## src/rtl/alu_result_tx.sv

```systemverilog
// ============================================================================
// Module   : alu_result_tx
// Purpose  : Buffers ALU results ({carry, byte}) in a small FIFO and sends each
//            one as a serial frame: start(0), 8 data bits LSB first, carry,
//            optional even parity, stop(1). The line idles at 1.
// Options  : `define ALU_RESULT_TX_PARITY_EN adds the PARITY bit (12-bit frame);
//            when it is not defined the frame is 11 bits (CARRY -> STOP).
// Revision : 1.0 - initial release
// ============================================================================
`default_nettype none

module alu_result_tx #(
  parameter int BAUD_DIV   = 4,  // clock cycles per serial bit, 2..255
  parameter int FIFO_DEPTH = 4   // power of two, 2..16
) (
  input  logic       clk,
  input  logic       rst_n,
  input  logic       in_valid,
  output logic       in_ready,
  input  logic [7:0] in_data,
  input  logic       in_carry,
  output logic       tx_line,
  output logic       tx_busy,
  output logic [4:0] fifo_count
);

  localparam int PTR_W = $clog2(FIFO_DEPTH);

  typedef enum logic [2:0] {
    IDLE   = 3'd0,
    START  = 3'd1,
    DATA   = 3'd2,
    CARRY  = 3'd3,
`ifdef ALU_RESULT_TX_PARITY_EN
    PARITY = 3'd4,
`endif
    STOP   = 3'd5
  } state_t;

  // --------------------------------------------------------------------------
  // Result FIFO
  // --------------------------------------------------------------------------
  logic [8:0]       mem [FIFO_DEPTH];
  logic [PTR_W-1:0] wr_ptr;
  logic [PTR_W-1:0] rd_ptr;
  logic [4:0]       count;
  logic             push;
  logic             pop;

  // Ready depends only on the registered count, so a pop in the same cycle
  // never lets an extra entry in.
  assign in_ready   = (count < 5'(FIFO_DEPTH));
  assign push       = in_valid && in_ready;
  assign fifo_count = count;

  // Pointer and occupancy bookkeeping; pointers wrap naturally (power of two).
  always_ff @(posedge clk) begin
    if (!rst_n) begin
      wr_ptr <= '0;
      rd_ptr <= '0;
      count  <= '0;
    end else begin
      if (push) wr_ptr <= wr_ptr + PTR_W'(1);
      if (pop)  rd_ptr <= rd_ptr + PTR_W'(1);
      if (push && !pop)      count <= count + 5'd1;
      else if (pop && !push) count <= count - 5'd1;
    end
  end

  // Storage array; stale contents are harmless because the pointers reset.
  always_ff @(posedge clk) begin
    if (push) mem[wr_ptr] <= {in_carry, in_data};
  end

  // --------------------------------------------------------------------------
  // Frame sequencer
  // --------------------------------------------------------------------------
  state_t     state;
  state_t     state_next;
  logic [7:0] cnt;
  logic [7:0] cnt_next;
  logic [2:0] bit_idx;
  logic [2:0] bit_next;
  logic [7:0] frame_data;
  logic       frame_carry;
  logic       tx_next;
  logic       bit_end;

  assign bit_end = (cnt == 8'(BAUD_DIV - 1));
  assign tx_busy = (state != IDLE);

  // Next-state, bit-period counter and registered line value for the new state.
  always_comb begin
    state_next = state;
    cnt_next   = cnt + 8'd1;
    bit_next   = bit_idx;
    pop        = 1'b0;
    tx_next    = 1'b1;

    case (state)
      IDLE: begin
        cnt_next = '0;
        if (count != 5'd0) begin
          pop        = 1'b1;
          state_next = START;
        end
      end
      START: begin
        if (bit_end) begin
          state_next = DATA;
          cnt_next   = '0;
          bit_next   = '0;
        end
      end
      DATA: begin
        if (bit_end) begin
          cnt_next = '0;
          if (bit_idx == 3'd7) state_next = CARRY;
          else                 bit_next   = bit_idx + 3'd1;
        end
      end
      CARRY: begin
        if (bit_end) begin
          cnt_next   = '0;
`ifdef ALU_RESULT_TX_PARITY_EN
          state_next = PARITY;
`else
          state_next = STOP;
`endif
        end
      end
`ifdef ALU_RESULT_TX_PARITY_EN
      PARITY: begin
        if (bit_end) begin
          cnt_next   = '0;
          state_next = STOP;
        end
      end
`endif
      STOP: begin
        if (bit_end) begin
          cnt_next   = '0;
          state_next = IDLE;
        end
      end
      default: begin
        cnt_next   = '0;
        state_next = IDLE;
      end
    endcase

    // The line value follows the state being entered, so it appears on the
    // same edge as the state change. START is entered before the byte is in
    // frame_data, but START always drives 0 so that does not matter.
    case (state_next)
      START:  tx_next = 1'b0;
      DATA:   tx_next = frame_data[bit_next];
      CARRY:  tx_next = frame_carry;
`ifdef ALU_RESULT_TX_PARITY_EN
      PARITY: tx_next = ^{frame_carry, frame_data};
`endif
      default: tx_next = 1'b1;
    endcase
  end

  // State register, bit-period counter, bit index and line register.
  always_ff @(posedge clk) begin
    if (!rst_n) begin
      state   <= IDLE;
      cnt     <= '0;
      bit_idx <= '0;
      tx_line <= 1'b1;
    end else begin
      state   <= state_next;
      cnt     <= cnt_next;
      bit_idx <= bit_next;
      tx_line <= tx_next;
    end
  end

  // Capture the FIFO head when a frame is launched.
  always_ff @(posedge clk) begin
    if (!rst_n) begin
      frame_data  <= '0;
      frame_carry <= 1'b0;
    end else if (pop) begin
      {frame_carry, frame_data} <= mem[rd_ptr];
    end
  end

endmodule

`default_nettype wire

```

## config.mk

```make
export PLATFORM = sky130hd
export DESIGN_NAME = alu_result_tx
export DESIGN_NICKNAME = d
export VERILOG_FILES = /design/src/rtl/alu_result_tx.sv
export SDC_FILE = /design/constraint.sdc
export NUM_CORES = 1
export LEC_CHECK = 0
export CORE_MARGIN = 3
export CORE_UTILIZATION = 50
export DETAILED_ROUTE_END_ITERATION = 10
export PLACE_DENSITY = 0.78
export SYNTH_ARGS = -nofsm -noshare
export SYNTH_HDL_FRONTEND = slang
export SYNTH_SLANG_ARGS = --single-unit
```

## constraint.sdc

```tcl
create_clock -name clk -period 2.92 [get_ports clk]
set_input_delay 0.292 -clock clk [delete_from_list [all_inputs] [get_ports clk]]
set_output_delay 0.292 -clock clk [all_outputs]
set_load 0.02 [all_outputs]
```

==> results by group <==
Power
  • Psw: 0.00107 W
  • Leak: 1.34 nW
  • Clock share of power: 23.0%
  • Sequential share of power: 42.0%
  • P_int: 0.00210 W
  • Switching Share: 33.7%
  • Pwr dens: 864 mW/mm2
  • Gate power share: 35.1%
  • Peak supply drop: 0.563 mV

Drt
  • DRC: 0
  • WL per Instance: 14.8 um
  • Vias post-DR: 2,026
  • Detailed-route vias per instance: 5.54
  • Pre-antenna DRT Iters: 4
  • DRT antenna net count: 0
  • Iter 0 DRT Violations: 63
  • Final wirelength: 5430 um

Logic synthesis
  • Cell count after synthesis: 261
  • Sequential element share of the synthesized area: 54.6%
  • EDFF count, synth: 36
  • Syn nets: 284
  • Post-synth top area cell: edfxtp_1
  • Seq cells post-synth: 69
  • Syn Area/Cell: 12.2 um2
  • Largest cells by area after synthesis: edfxtp_1 (34%), dfxtp_1 (21%), mux4_2 (6.4%)
  • Post-synth top flop: edfxtp_1
  • Most numerous cell in the Yosys netlist: edfxtp_1
  • Async SR Flop Fraction: 0%
  • Top cells by instance count after synthesis: edfxtp_1 (36), dfxtp_1 (33), nor2b_1 (19)
  • Post-synth top area share: 33.9%
  • Yosys cell types: 46
  • Yosys warns: 0
  • Synth Cell Area: 0.00319 mm2

STA
  • RSZ-0062 raised after global routing: false
  • Fmax: 0.364 GHz
  • Final Skew: 0.0111 ns
  • Max-slew violations: 0
  • Post-route clock period utilization: 94.0%
  • Fin. Hold Viols: 0
  • Total negative slack: 0 ns
  • Final worst slack: 0.174 ns
  • Count of final setup violators: 0
  • Fin crit period: 2.75 ns
  • Measured slew at the worst slew-check pin: 0.691 ns
  • Worst slew margin: 53.9%

Worst hold path
  • Worst Hold Class: flop to flop

Setup path
  • R2r setup slk: 0.17 ns
  • Crit path DAT: 3.00 ns
  • Crit Path Category: flop to flop
  • Nature of the critical path endpoint: flop
  • CP max FO: 4
  • Crit start category: flop
  • Worst path required time: 3.17 ns

Clock tree
  • Max clock buf depth: 2
  • Worst skew pair latency: 0.35 ns
  • H-tree levels: 3
  • CTS tree: yes
  • CTS Sinks: 69
  • Total CTS buffers: 9
  • Worst-path clk slew: 0.09 ns
  • CTS root buffer: clkbuf_8
  • Cts hold-fix bufs: 0

Finish
  • Diodes inserted: 0
  • Design Area, Final: 0.00367 mm2
  • Share of cells above drive strength 1: 13.7%
  • Area growth, synth to finish: 15.0%
  • Finished Layout Cells: 366
  • Post-Route Utilization: 60.5%
  • Final net count: 309

Run status
  • Status: finished clean

Placed design
  • # port buffers: 19
  • Final HPWL DP: 3910 um
  • Final GP Congestion: 0.851
  • Place WS: 0.0878 ns
  • Post-DP Area: 0.00348 mm2
  • Placed Cells incl. Taps: 350

GRT
  • Initial antenna violation count: 0
  • Total GRT Usage: 16.1%
  • Largest net degree at the start of global routing: 19
  • First-pass GRT wire length: 9220 um
  • Grt ovf: 0
  • Number of global-route vias before repair: 1,956

Flow run
  • MaxCap Viol Count: 0

Die
  • Die height: 85.9 um
  • # IOs: 20
  • Initial core utilization: 52.7%
  • Rows: 28
  • DIE AREA: 0.00738 mm2
  • Die Wd: 85.9 um
  • Core Region: 0.00606 mm2
## repair_timing
item / CTS / global route
endpoints found under the setup margin: 0 / 1
setup buffers: 0 / 0
resized for setup: 0 / 1
## worst paths after layout
check,startpoint,to,cells after the start
worst max-delay path,state[2]$_SDFF_PN0_,fifo_count[4]$_SDFFE_PN0P_,12
worst min-delay path,cnt[0]$_SDFF_PP0_,cnt[0]$_SDFF_PP0_,1
worst max register to register,state[2]$_SDFF_PN0_,fifo_count[4]$_SDFFE_PN0P_,12
worst min register to register,cnt[0]$_SDFF_PP0_,cnt[0]$_SDFF_PP0_,1
## layout make-up
| class | count | area, um2 |
|---|---|---|
| Tap cell | 75 | 93.8 |
| Inverter | 9 | 33.8 |
| Fill cell | 488 | 2390 |
| Clock inverter | 7 | 63.8 |
| Timing Repair Buffer | 25 | 235 |
| Multi-Input combinational cell | 172 | 1380 |
| Sequential cell | 69 | 1740 |
| Clock buffer | 9 | 124 |
## critical path, cell delays in order (launching register included)
cell,delay (ns)
dfxtp_1,0.32
or3_1,0.41
a31oi_2,0.18
inv_1,0.10
ha_1,0.23
inv_1,0.11
ha_1,0.27
nor2b_1,0.15
o21a_1,0.17
or3_1,0.30
a21oi_1,0.18
xor2_1,0.08
and2_1,0.15
## kinds of logic (layout without fill, tap and decap cells)
| logic type | after synthesis | count (layout) | share of synthesized area, % |
|---|---|---|---|
| AND/OR/NAND/NOR | 84 | 84 | 15.0 |
| flip-flops | 69 | 69 | 54.6 |
| AO/OA/AOI/OAI | 42 | 42 | 9.29 |
| multiplexers | 21 | 21 | 10.2 |
| buffers and inverters | 20 | 50 | 2.63 |
| XOR/XNOR | 14 | 14 | 3.84 |
| adder cells (fa/ha/maj) | 11 | 11 | 4.55 |
## cell usage in the layout, fill, tap and decap left out, types with 2 or more instances in the layout
| master | n |
|---|---|
| and3_1 | 8 |
| nor2b_1 | 19 |
| o21ai_0 | 7 |
| o211ai_1 | 6 |
| xnor2_1 | 6 |
| xor2_1 | 8 |
| buf_4 | 6 |
| and2_1 | 10 |
| inv_1 | 9 |
| clkinvlp_4 | 2 |
| edfxtp_1 | 36 |
| o21a_1 | 3 |
| nor3_1 | 3 |
| a31oi_1 | 2 |
| dfxtp_1 | 33 |
| a2bb2oi_1 | 3 |
| nor3b_1 | 2 |
| clkbuf_8 | 9 |
| nor2_1 | 14 |
| inv_8 | 2 |
| mux2i_1 | 11 |
| nand3_1 | 9 |
| mux4_2 | 9 |
| nand2_1 | 10 |
| a21oi_1 | 8 |
| a21o_1 | 2 |
| inv_6 | 3 |
| or3_1 | 2 |
| ha_1 | 10 |
| clkdlybuf4s50_1 | 19 |
## stage by stage
step | power [W] | hold slack, ns
finish | 0.00317 | 0.483
global route | 0.00338 | 0.508
global placement | 0.00243 | 0.456
floorplan | 0.00215 | 0.391
CTS | 0.00320 | 0.487
detailed placement | 0.00247 | 0.471
## flip-flops by register name, indices dropped and copies added, names as in the netlist, 2 cells and up
signal / count
mem: 36
cnt: 8
frame_data: 8
fifo_count: 5
bit_idx: 3
state: 3
rd_ptr: 2
wr_ptr: 2
## per-layer routing
metal / part of all wire (%) / wire (um) / track usage [%]
met2: 48 / 2590 / 24.9
met1: 46 / 2490 / 20.6
met5: 0 / 0 / 0
met3: 4.4 / 239 / 5.76
met4: 2.2 / 121 / 6.62
## power by group through the flow
stage	clock network [W]	registers, W	logic, W
3_5_place_dp	0	0.00136	0.00111
4_1_cts	0.000747	0.00134	0.00112
3_3_place_gp	0	0.00135	0.00108
2_1_floorplan	0	0.00132	0.000827
6_report	0.000728	0.00133	0.00111
5_1_grt	0.000784	0.00136	0.00124
Power figures use the tool's default switching activity.
